===== config.mk =====
export PLATFORM = sky130hd
export DESIGN_NAME = morse_decode_ctrl
export DESIGN_NICKNAME = d
export VERILOG_FILES = /design/src/rtl/morse_decode_ctrl_pkg.sv /design/src/rtl/morse_unit_tick.sv /design/src/rtl/morse_decode_ctrl.sv
export SDC_FILE = /design/constraint.sdc
export NUM_CORES = 1
export LEC_CHECK = 0
export ABC_AREA = 1
export CORE_MARGIN = 4
export CORE_UTILIZATION = 47
export DETAILED_ROUTE_END_ITERATION = 12
export PLACE_DENSITY_LB_ADDON = 0.3
export SYNTH_ARGS = -nofsm -noshare
export SYNTH_HDL_FRONTEND = slang
export SYNTH_SLANG_ARGS = --single-unit

===== constraint.sdc =====
create_clock -name clk -period 2.61 [get_ports clk]
set_input_delay 0.522 -clock clk [delete_from_list [all_inputs] [get_ports clk]]
set_output_delay 0.522 -clock clk [all_outputs]
set_load 0.01 [all_outputs]

===== src/rtl/morse_decode_ctrl_pkg.sv =====
// Shared character codes, widths and FSM state encoding for the Morse decode controller.
package morse_decode_ctrl_pkg;

  localparam int CHAR_W = 8;
  localparam logic [CHAR_W-1:0] CHAR_CODE_SPACE = 8'h20;
  localparam logic [CHAR_W-1:0] CHAR_CODE_ERR   = 8'h3F;

  typedef enum logic [2:0] {
    ST_IDLE    = 3'd0,
    ST_CLEAR   = 3'd1,
    ST_CAPTURE = 3'd2,
    ST_COMMIT  = 3'd3,
    ST_SPACE   = 3'd4,
    ST_ERR     = 3'd5
  } state_e;

endpackage


===== src/rtl/morse_unit_tick.sv =====
// Morse time-unit prescaler: one-cycle tick every pulses_per_unit cycles while run is high.
// Combinational tick from the count register; counter parked at 0 whenever run is low.
module morse_unit_tick #(
  parameter int PPU_W = 16
) (
  input  logic             clk,
  input  logic             rst_n,
  input  logic             run,
  input  logic [PPU_W-1:0] pulses_per_unit,
  output logic             tick
);

  logic [PPU_W-1:0] cnt_q, cnt_d, term;
  logic             at_term;

  // A zero period behaves as one: tick on every running cycle.
  assign term    = (pulses_per_unit == '0) ? '0 : pulses_per_unit - PPU_W'(1);
  assign at_term = (cnt_q >= term);
  assign tick    = run && at_term;

  always_comb begin
    cnt_d = '0;
    if (run && !at_term) cnt_d = cnt_q + PPU_W'(1);
  end

  always_ff @(posedge clk or negedge rst_n) begin
    if (!rst_n) cnt_q <= '0;
    else        cnt_q <= cnt_d;
  end

endmodule


===== src/rtl/morse_decode_ctrl.sv =====
// Morse decode controller: sequences the capture block, keeps a shift display, emits a char stream.
// Event sampled on cycle n -> out_valid on n+1; capture stalls (cap_ce=0) until out_ready accepts.
// Optional MORSE_DECODE_ERRMARK_EN: capture errors are emitted as CHAR_CODE_ERR instead of dropped.
module morse_decode_ctrl
  import morse_decode_ctrl_pkg::*;
#(
  parameter int PPU_W  = 16,
  parameter int DISP_N = 6
) (
  input  logic                         clk,
  input  logic                         rst_n,
  input  logic                         en,
  input  logic                         flush,
  input  logic [PPU_W-1:0]             pulses_per_unit,
  input  logic                         cap_char_end,
  input  logic                         cap_word_end,
  input  logic                         cap_error,
  input  logic [CHAR_W-1:0]            rec_char,
  output logic                         cap_ce,
  output logic                         cap_clr,
  output logic [DISP_N*CHAR_W-1:0]     disp,
  output logic [$clog2(DISP_N+1)-1:0]  disp_cnt,
  output logic [CHAR_W-1:0]            out_char,
  output logic                         out_valid,
  input  logic                         out_ready
);

  localparam int CNT_W = $clog2(DISP_N+1);
  localparam logic [CNT_W-1:0] CNT_MAX = CNT_W'(DISP_N);

  state_e                        state_q, state_d;
  logic                          space_pend_q, space_pend_d;
  logic                          out_valid_q, out_valid_d;
  logic [CHAR_W-1:0]             out_char_q;
  logic                          cap_clr_q;
  logic [DISP_N-1:0][CHAR_W-1:0] disp_q;
  logic [CNT_W-1:0]              disp_cnt_q;
  logic                          emit, space_ok, in_capture;
  logic [CHAR_W-1:0]             code;

  assign in_capture = (state_q == ST_CAPTURE);

  morse_unit_tick #(.PPU_W(PPU_W)) u_unit_tick (
    .clk             (clk),
    .rst_n           (rst_n),
    .run             (in_capture),
    .pulses_per_unit (pulses_per_unit),
    .tick            (cap_ce)
  );

  // Word gaps never lead the display and never repeat.
  assign space_ok = (disp_cnt_q != '0) && (disp_q[0] != CHAR_CODE_SPACE);

  always_comb begin
    state_d      = state_q;
    space_pend_d = space_pend_q;
    emit         = 1'b0;
    code         = rec_char;
    case (state_q)
      ST_IDLE: if (en) state_d = ST_CLEAR;
      ST_CLEAR: begin
        if (space_pend_q) begin
          state_d      = ST_SPACE;
          space_pend_d = 1'b0;
          emit         = space_ok;
          code         = CHAR_CODE_SPACE;
        end else if (en) state_d = ST_CAPTURE;
        else             state_d = ST_IDLE;
      end
      ST_CAPTURE: begin
        if (!en) state_d = ST_IDLE;
        else if (cap_error) begin
`ifdef MORSE_DECODE_ERRMARK_EN
          state_d = ST_ERR;
          emit    = 1'b1;
          code    = CHAR_CODE_ERR;
`else
          state_d = ST_CLEAR;
`endif
        end else if (cap_char_end) begin
          state_d      = ST_COMMIT;
          emit         = 1'b1;
          space_pend_d = cap_word_end;
        end else if (cap_word_end) begin
          state_d = ST_SPACE;
          emit    = space_ok;
          code    = CHAR_CODE_SPACE;
        end
      end
`ifdef MORSE_DECODE_ERRMARK_EN
      ST_COMMIT, ST_SPACE, ST_ERR: if (!out_valid_q || out_ready) state_d = ST_CLEAR;
`else
      ST_COMMIT, ST_SPACE:         if (!out_valid_q || out_ready) state_d = ST_CLEAR;
`endif
      default: state_d = ST_IDLE;
    endcase
    out_valid_d = out_valid_q;
    if (emit)                          out_valid_d = 1'b1;
    else if (out_valid_q && out_ready) out_valid_d = 1'b0;
    if (flush) begin
      state_d      = en ? ST_CLEAR : ST_IDLE;
      space_pend_d = 1'b0;
      out_valid_d  = 1'b0;
      emit         = 1'b0;
    end
  end

  always_ff @(posedge clk or negedge rst_n) begin
    if (!rst_n) begin
      state_q      <= ST_IDLE;
      space_pend_q <= 1'b0;
      out_valid_q  <= 1'b0;
      out_char_q   <= '0;
      cap_clr_q    <= 1'b0;
      disp_q       <= {DISP_N{CHAR_CODE_SPACE}};
      disp_cnt_q   <= '0;
    end else begin
      state_q      <= state_d;
      space_pend_q <= space_pend_d;
      out_valid_q  <= out_valid_d;
      cap_clr_q    <= (state_d == ST_CLEAR);
      if (flush) begin
        disp_q     <= {DISP_N{CHAR_CODE_SPACE}};
        disp_cnt_q <= '0;
      end else if (emit) begin
        disp_q     <= {disp_q[DISP_N-2:0], code};
        out_char_q <= code;
        if (disp_cnt_q != CNT_MAX) disp_cnt_q <= disp_cnt_q + CNT_W'(1);
      end
    end
  end

  assign cap_clr   = cap_clr_q;
  assign disp      = disp_q;
  assign disp_cnt  = disp_cnt_q;
  assign out_char  = out_char_q;
  assign out_valid = out_valid_q;

endmodule

==> metrics.md <==
| Metric | Value |
|---|---|
| Status | `finished with violations` |
| Violations in the final reports | `setup timing` |
| Minimum clock period | `approximately 3.2 ns` |
| Pin count of the biggest net entering global routing | `53` |
| Vias per inst | `slightly above 5` |
| DR vias | `4452` |
| Post-Route WL | `between 10000 and 15000 um` |
| Syn-to-layout area delta | `44.8%` |
| Die width | `between 100 and 150 um` |
| Largest cells by area after synthesis | `dfrtp_1 (41%), nand2_1 (15%), nor2_1 (7.7%)` |
| Min Hold Slack | `0.211 ns` |
| Sw Share | `0.267` |
| Crit path max fanout | `3` |
| Comb pwr share | `0.142` |
| Mapped Area | `0.00454 sq mm` |
| DP Worst Slack | `-1.37 ns` |
| Worst R2R Path Depth | `12` |
| Pwr/cell area | `between 400 and 500 mW/mm^2` |
| First-pass GRT wire length | `around 21000 um` |
| Unique masters post-synth | `37` |
| Fin nets | `791` |
| Clk_skew | `0.0125 ns` |
| Clock Power Share | `0.385` |
| Setup TNS | `-3.45 ns` |
| CP startpoint kind | `primary input` |
| RSZ-0062 raised after global routing | `true` |
| Fillers | `approximately 700` |
| GRT Util Overall | `0.225` |
| Required @ worst endpoint | `around 2.1 ns` |
| CTS Buffer Depth | `2` |
| Area after DPL | `0.00586 sq mm` |
| Synth Instances | `581` |
| Syn nets | `approximately 640` |
| Commonest register cell after synthesis | `dfrtp_1` |
| Final hold vios | `0` |
| CTS tree | `done` |
| Final worst slack | `-0.592 ns` |
| Slew of the pin with the lowest slew margin | `0.677 ns` |
| Final Power | `2.74 mW` |
| # IOs | `94` |
| Count leader, synth | `nand2_1` |
| CTS Root Cell | `clkbuf_8` |
| Slew margin rel. | `0.548` |
| Seq/Total Area, Yosys | `0.448` |
| Crit path max-delay family | `simple AND/OR/NAND/NOR gates` |
| Port Buffer Count | `93` |
| Fin util | `0.705` |
| Period utilisation layout | `1.23` |
| CTS Buf Count | `9` |
| Max Slew Vio Count | `0` |
| Detail Route Antenna Nets | `0` |
| Max incr delay on CP | `0.32 ns` |
| Yosys warns | `0` |
| Critical path type | `primary input to primary output` |
| Core area | `0.00933 sq mm` |
| # DRC | `0` |
| Reg-to-Reg Start | `u_unit_tick.cnt_q[10]$_DFF_PN0_` |
| Per-cell routed wire length | `14.8 um` |
| # rows | `35` |
| Placer Congestion | `0.962` |
| Max VDD drop | `between 0.3 and 0.4 mV` |
| Initial DRC count | `248` |
| Mean Syn Cell Area | `7.82 sq um` |
| Clk_lat worst skew | `approximately 0.35 ns` |
| CP cell instances | `buf_6 -> buf_4 -> inv_4 -> nand2_4 -> buf_6 -> nor2_4 -> inv_2 -> nor3_4 -> o21ai_1 -> ha_1 -> nand2_2 -> inv_2 -> nand3_2 -> nor3_4 -> nand2_2 -> buf_6 -> nand3_2 -> nand2_2 -> inv_2 -> buf_6` |
| Endpoints failing setup | `17` |
| Vias in the first global route | `4475` |
| Synth area leader | `dfrtp_1` |
| Inst Count DP | `about 830` |
| Sw power | `732 uW` |
| Gr ovfl total | `0` |
| Initial DRT Pass Iterations | `5` |
| Initial antenna violation count | `0` |
| Clk sinks | `just over 80` |
| Most frequent CP cell | `buf_6` |
| Setup crit end kind | `primary output` |
| Clock transition at the registers of the reported paths | `roughly 0.1 ns` |
| Layout cells sized above 1 | `0.257` |
| Async set or reset register ratio after synthesis | `1.00` |
| Number of synthesized flops with an enable pin | `0` |
| N_diodes | `0` |
| CP arrival | `between 2 and 3 ns` |
| Full die area | `roughly 0.011 sq mm` |
| Design area | `0.00658 sq mm` |
| List of most frequent post-synthesis cells | `nand2_1 (177), nor2_1 (93), dfrtp_1 (75), nand3_1 (62), inv_1 (47)` |
| R2r endpoint | `u_unit_tick.cnt_q[5]$_DFF_PN0_` |
| Leak Pwr | `3.30 nW` |
| R2r setup slk | `~0.38 ns` |
| Max cap viols | `0` |
| Top cell type's share of synthesized area | `0.413` |
| DP HPWL | `between 8000 and 9000 um` |
| Starting Density | `0.487` |
| Die Height | `between 100 and 150 um` |
| Fmax | `around 310 MHz` |
| FF+latch count, synth | `81` |
| Pint | `2.01 mW` |
| Htree depth | `3` |
| HP Class | `primary input to async pin` |
| Non-Filler Instances | `slightly below 900` |
| CP Buf/Inv Count | `9` |
| Max stage delay cell, worst path | `ha_1` |
| Register share of total power | `0.473` |
-- placed cells by master, fill, tap and decap left out, types with 4 or more instances in the layout --
cell / n
xor2_1: 16
buf_6: 12
nand3_2: 6
nor3_4: 4
clkbuf_2: 6
nand3_1: 57
clkdlybuf4s50_1: 75
buf_4: 60
dfrtp_1: 75
ha_4: 6
nand2_4: 7
clkbuf_8: 9
nor2_1: 70
nand2_1: 163
buf_2: 5
a21oi_1: 9
inv_2: 11
inv_1: 35
o21ai_0: 6
nor2_4: 12
ha_1: 16
dfstp_2: 6
nor2_2: 14
nand4_1: 11
nand2_2: 14
-- power by group through the flow --
stage | logic, mW | clock network [mW] | registers [mW]
after floorplan | 0.147 | 0 | 1.33
after global placement | 0.329 | 0 | 1.32
after detailed placement | 0.338 | 0 | 1.32
after CTS | 0.371 | 1.08 | 1.30
after global routing | 0.428 | 1.14 | 1.30
final | 0.390 | 1.06 | 1.30
-- layer usage --
| layer | part of all wire | wire (um) | vias up | GRT usage |
|---|---|---|---|---|
| li1 | - | - | 2156 | - |
| met1 | 0.41 | 5250 | 2126 | 0.269 |
| met2 | 0.52 | 6680 | 140 | 0.400 |
| met3 | 0.055 | 714 | 30 | 0.0504 |
| met4 | 0.020 | 255 | 0 | 0.0703 |
| met5 | 0 | 0 | - | 0 |
-- sequential cells by signal (all words and copies together) (netlist names) --
signal and flops:
state_q 3, disp 48, u_unit_tick.cnt_q 16, out_valid 1
out_char 8, disp_cnt 3, cap_clr 1, space_pend_q 1
-- cell type report --
| class | instances | area [sq um] | share of cell area |
|---|---|---|---|
| Multi-Input combinational cell | 433 | 2500 | 0.381 |
| Sequential cell | 81 | 2030 | 0.309 |
| Timing Repair Buffer | 162 | 1450 | 0.220 |
| Inverter | 50 | 195 | 0.0297 |
| Tap cell | 129 | 161 | 0.0245 |
| Clock buffer | 9 | 124 | 0.0188 |
| Clock inverter | 7 | 108 | 0.0164 |
-- cells by family (layout without fill, tap and decap cells) --
family,after synthesis,in the layout,share of synthesized area
simple gates,369,369,0.351
flops,81,81,0.448
buf+inv,67,228,0.0761
compound gates,23,23,0.0278
fa+ha+maj,22,22,0.0606
xor+xnor,19,19,0.0366
-- how the worst max path moves through the flow --
| stage | cells past startpoint | startpoint | slack, ns | endpoint |
|---|---|---|---|---|
| 2_1_floorplan | 13 | pulses_per_unit[3] | -0.15 | cap_ce |
| 4_1_cts | 18 | pulses_per_unit[4] | -0.51 | cap_ce |
| 5_1_grt | 20 | pulses_per_unit[4] | -0.68 | cap_ce |
| 6_report | 20 | pulses_per_unit[4] | -0.59 | cap_ce |
| 3_3_place_gp | 15 | pulses_per_unit[3] | -1.22 | cap_ce |
| 3_5_place_dp | 18 | pulses_per_unit[2] | -1.37 | cap_ce |
-- repair_timing --
item	CTS	global route
resized for setup	114	43
buffers inserted	23	10
gates cloned	2	0
pin swaps	41	28
setup endpoints to repair	17	17
hold buffers	0	0
Note: power is estimated with default switching activity, not from simulation.
==> RTL edit 1, RTL diff (same settings) <==
Build with the macro `MORSE_DECODE_ERRMARK_EN` defined.
--- a/src/rtl/morse_decode_ctrl.sv
+++ b/src/rtl/morse_decode_ctrl.sv
@@ -2,4 +2,6 @@
 // Event sampled on cycle n -> out_valid on n+1; capture stalls (cap_ce=0) until out_ready accepts.
 // Optional MORSE_DECODE_ERRMARK_EN: capture errors are emitted as CHAR_CODE_ERR instead of dropped.
+`define MORSE_DECODE_ERRMARK_EN
+
 module morse_decode_ctrl
   import morse_decode_ctrl_pkg::*;
Behaviour: not the same (a bounded check fails within 4 cycles, from zero or initial values and one cycle with rst_n low).
==> RTL edit 1 against the unedited design <==
The flow still finishes with violations (setup timing); cell area decreased by 2.4%; area after synthesis decreased by 1.6%; wire length decreased by 8.5%; total power decreased by 1.6%; combinational power increased by 7.2%; clock skew increased by 0.0018 ns; sequential cell count unchanged; sequential share of layout area increased by 0.77 points; setup slack improved by 0.016 ns; critical path type unchanged; critical endpoint unchanged.
==> RTL edit 1: results (changes against the unedited design) <==
metric	value	unit	change
Initial DRC Count	185		-25%
status	finished with violations		
peak supply drop	385	uV	+6.0%
Reg-to-Reg Start	u_unit_tick.cnt_q[9]$_DFF_PN0_		
met2 Use GR	37.5	%	-2.5 points
failing checks	setup timing		
Area contributors post-synth	dfrtp_1, nand2_1, ha_1, nor2_1, inv_1		
Layout fillers	739		+6.3%
syn nets	623		-1.9%
final setup vio count	17		unchanged
TNS Setup	-5.18	ns	-1.73 ns
global-route wire length before repair	19900	um	-4.6%
reg2reg path depth	11		-1
register area share after synthesis	45.5	%	+0.74 points
relative slew slack	65.1	%	+10 points
M1 GR Usage	26.5	%	-0.44 points
share of post-route cells with drive strength above 1	23.6	%	-2.1 points
Reg-to-Reg End	u_unit_tick.cnt_q[7]$_DFF_PN0_		
Worst Slack Setup Final	-0.577	ns	+0.0155 ns
vias	4181		-6.1%
Avg Inst Size Synth	7.85	um^2	+0.45%
r2r setup slk	0.40	ns	+0.02 ns
Detailed Route WL	11800	um	-8.5%
largest net degree at the start of global routing	47		-11%
GP Congestion	0.897		-6.7%
-- RTL edit 1: cell types whose count changed in the layout (fill, tap and decap cells not counted), moves of 6 or more --
| cell | change |
|---|---|
| buf_6 | +6 |
| nor2_1 | -20 |
| nand3_1 | -42 |
| nand2_1 | +37 |
| buf_4 | -18 |
-- RTL edit 1: stage by stage --
stage	power [mW]	setup WS [ns]	utilization (%)	hold slack [ns]	area, um^2
floorplan	1.50	-0.132	-	0.226	4500
global placement	1.71	-1.22	62.2	0.462	5750
detailed placement	1.72	-1.29	62.2	0.465	5750
CTS	2.71	-0.454	68.8	0.126	6360
global route	2.82	-0.780	69.4	0.152	6420
finish	2.70	-0.577	69.4	0.119	6420
-- RTL edit 1: worst max path at each step --
| stage | start | to | slack [ns] | cells past startpoint |
|---|---|---|---|---|
| finish | pulses_per_unit[4] | cap_ce | -0.58 | 16 |
| global route | pulses_per_unit[4] | cap_ce | -0.78 | 16 |
| CTS | pulses_per_unit[3] | cap_ce | -0.45 | 15 |
| detailed placement | pulses_per_unit[4] | cap_ce | -1.29 | 15 |
| global placement | pulses_per_unit[9] | cap_ce | -1.22 | 17 |
| floorplan | pulses_per_unit[4] | cap_ce | -0.13 | 16 |
-- RTL edit 1: power by group through the flow --
| stage | logic [mW] | clock network [mW] | registers, mW |
|---|---|---|---|
| floorplan | 0.148 | 0 | 1.35 |
| CTS | 0.411 | 0.983 | 1.32 |
| finish | 0.418 | 0.958 | 1.32 |
| global placement | 0.370 | 0 | 1.34 |
| detailed placement | 0.377 | 0 | 1.34 |
| global route | 0.463 | 1.03 | 1.33 |
-- RTL edit 1: timing repair --
action,CTS,global route
setup endpoints to repair,17,17
hold buffers,0,0
buffers inserted,22,1
resized for setup,141,18
cloned,2,0
pin swaps,43,20
-- RTL edit 1: critical path: stages --
cell and delay (ns):
buf_6 0.09, or2_4 0.26, nor2_4 0.12, nand2_4 0.09
nor3_4 0.27, buf_6 0.14, nand2_1 0.06, nand3_2 0.09
ha_4 0.21, a21oi_1 0.19, o21ai_2 0.10, a21oi_2 0.20
nand3_1 0.10, nand2_1 0.08, inv_2 0.04, buf_6 0.11
-- RTL edit 1: logic make-up (layout without fill, tap and decap cells) --
family,after synthesis,count (layout)
buffers and inverters,62,213
AO/OA/AOI/OAI,38,38
flip-flops,81,81
adder cells (fa/ha/maj),22,22
AND/OR/NAND/NOR,345,345
XOR/XNOR,21,21
-- RTL edit 1: final cells by class --
type	count	area share [%]
multi-input cells	426	38.2
clock inverters	6	1.15
well taps	129	2.52
clock buffers	10	2.15
flip-flops and latches	81	31.7
inverters	50	3.04
repair buffers	147	21.2
-- RTL edit 1: metal layers --
metal  vias to the layer above  share of wire (%)
met4                         0                1.6
met3                        18                5.3
met2                        97                 52
li1                       2087                  -
met5                         -                  0
met1                      1979                 41
==> RTL edit 2, RTL diff (same settings) <==
Without the edit above. Encoding of `state_e`: now one-hot (6 bits for 6 states).
--- a/src/rtl/morse_decode_ctrl_pkg.sv
+++ b/src/rtl/morse_decode_ctrl_pkg.sv
@@ -6,11 +6,11 @@
   localparam logic [CHAR_W-1:0] CHAR_CODE_ERR   = 8'h3F;
 
-  typedef enum logic [2:0] {
-    ST_IDLE    = 3'd0,
-    ST_CLEAR   = 3'd1,
-    ST_CAPTURE = 3'd2,
-    ST_COMMIT  = 3'd3,
-    ST_SPACE   = 3'd4,
-    ST_ERR     = 3'd5
+  typedef enum logic [5:0] {
+    ST_IDLE    = 6'b000001,
+    ST_CLEAR   = 6'b000010,
+    ST_CAPTURE = 6'b000100,
+    ST_COMMIT  = 6'b001000,
+    ST_SPACE   = 6'b010000,
+    ST_ERR     = 6'b100000
   } state_e;
 
Formal check against the unedited RTL: same outputs for any inputs over 10 cycles, from zero or initial values and one cycle with rst_n low; not proved beyond that.
==> RTL edit 2 against the unedited design <==
The run still ends with setup timing left; cell area fell by 2.8%; synthesized cell count fell by 1.0%; via count fell by 4.0%; total power fell by 11%; setup slack improved by 0.025 ns; area after synthesis rose by 1.3%; sequential cell count rose by 3; wire length fell by 8.6%; global-route usage fell by 2.1 points.
==> RTL edit 2: results (changes against the unedited design) <==
metric	value	unit	change
status	finished with violations		
failing checks	setup timing		
total track usage	20.3	%	-2.1 points
timing endpoint of the critical path	cap_ce		
Detail Placement HPWL	7960	um	-4.8%
layout net count	768		-2.9%
Initial DRC Count	201		-19%
Net Sw Frac	26.1	%	-0.54 points
Synth top cells by count	nand2_1, dfrtp_1, nor2_1		
DP Area	5870	um^2	+0.19%
WL/cell	13.9	um	-6.1%
Area contributors post-synth	dfrtp_1, nand2_1, ha_1, nor2_1, inv_1		
Cell variety after synth	36		-2.7%
Inserted Clock Buffers	9		unchanged
Skew-Pair Late Insertion Delay	0.34	ns	
Worst Slack Setup Final	-0.567	ns	+0.0254 ns
WP data arrival	2.65	ns	-0.03 ns
relative slew slack	55.3	%	+0.42 points
register area share after synthesis	45.9	%	+1.1 points
vias in the first global route	4104		-8.3%
syn nets	629		-0.94%
share of post-route cells with drive strength above 1	23.1	%	-2.7 points
Worst Skew	0.0100	ns	-0.00253 ns
Reg-to-Reg End	disp[10]$_DFFE_PN0P_		
largest net degree at the start of global routing	56		+5.7%
critical path startpoint	pulses_per_unit[6]		
Leak Pwr	3.18	nW	-3.8%
Worst Hold Class	input port to asynchronous set/reset pin		
GP Congestion	0.905		-5.9%
Reg-to-Reg Start	disp[5]$_DFFE_PN1P_		
Hold WS	0.0982	ns	-0.112 ns
reg2reg path depth	10		-2
port bufs	93		unchanged
final setup vio count	17		unchanged
global-route wire length before repair	19100	um	-8.5%
H-tree depth	3		unchanged
peak supply drop	290	uV	-20%
vias per cell	5.04		-1.3%
r2r setup slk	0.60	ns	+0.22 ns
root cell of the clock tree	clkbuf_8		
[RTL edit 2: changes by cell type after synthesis, moves of 2 or more]
cell	delta
dfrtp_1	+2
nand2_1	+26
nor2_4	+3
xor2_1	-2
nor4_1	+4
inv_1	+3
or2_2	+2
o21ai_0	+5
nor2_1	-21
nand3_1	-41
nand4_1	+6
nor3_1	+5
xnor2_1	+5
buf_2	-3
[RTL edit 2: per-layer routing]
metal / track usage, % / share of wire [%]
met2: 35.3 / 52
met3: 4.39 / 4.3
met4: 6.30 / 1.4
met1: 25.3 / 42
met5: 0 / 0
[RTL edit 2: final cells by class]
cell class              instances  area [um^2]
fillers                       771         2980
multi-input cells             426         2460
flip-flops and latches         84         2110
repair buffers                141         1280
inverters                      52          200
well taps                     129          161
clock buffers                  10          138
clock inverters                 6         46.3
[RTL edit 2: power by group through the flow]
stage / logic, mW / clock network [mW] / registers (mW)
floorplan: 0.0949 / 0 / 1.34
CTS: 0.243 / 0.886 / 1.31
global placement: 0.223 / 0 / 1.34
finish: 0.261 / 0.865 / 1.31
global route: 0.287 / 0.954 / 1.31
detailed placement: 0.228 / 0 / 1.34
[RTL edit 2: cells by family (layout without fill, tap and decap cells)]
family	count (synthesis)	in the layout	synth area share, %
other cells	1	1	0.0815
simple gates	352	352	33.6
flops	84	84	45.9
compound gates	29	29	3.37
buf+inv	65	209	6.88
xor+xnor	22	22	4.19
fa+ha+maj	22	22	5.98
[RTL edit 2: critical path: stages]
cell	delay (ns)
clkdlybuf4s15_2	0.20
nor2_2	0.11
inv_2	0.07
buf_4	0.13
buf_4	0.12
buf_4	0.13
nor3_1	0.16
nand3_1	0.10
nand3_1	0.13
ha_1	0.26
nand2_2	0.13
nor2_1	0.08
a21oi_2	0.17
nand3_1	0.09
nand2_1	0.10
inv_2	0.04
buf_6	0.11
[RTL edit 2: timing repair]
item                       in CTS  in global routing
pin swaps                      32                 33
gates cloned                    1                  1
setup endpoints to repair      17                 17
buffers inserted                6                  7
gates resized for setup        95                 47
[RTL edit 2: per-stage QoR]
stage	setup WS [ns]	TNS [ns]	util (%)	std cells
2_1_floorplan	-0.125	-0.125	-	575
3_3_place_gp	-1.24	-8.61	62.6	817
3_5_place_dp	-1.26	-9.77	62.6	817
4_1_cts	-0.466	-0.466	66.6	840
5_1_grt	-0.773	-5.16	68.2	848
6_report	-0.567	-1.63	68.2	848
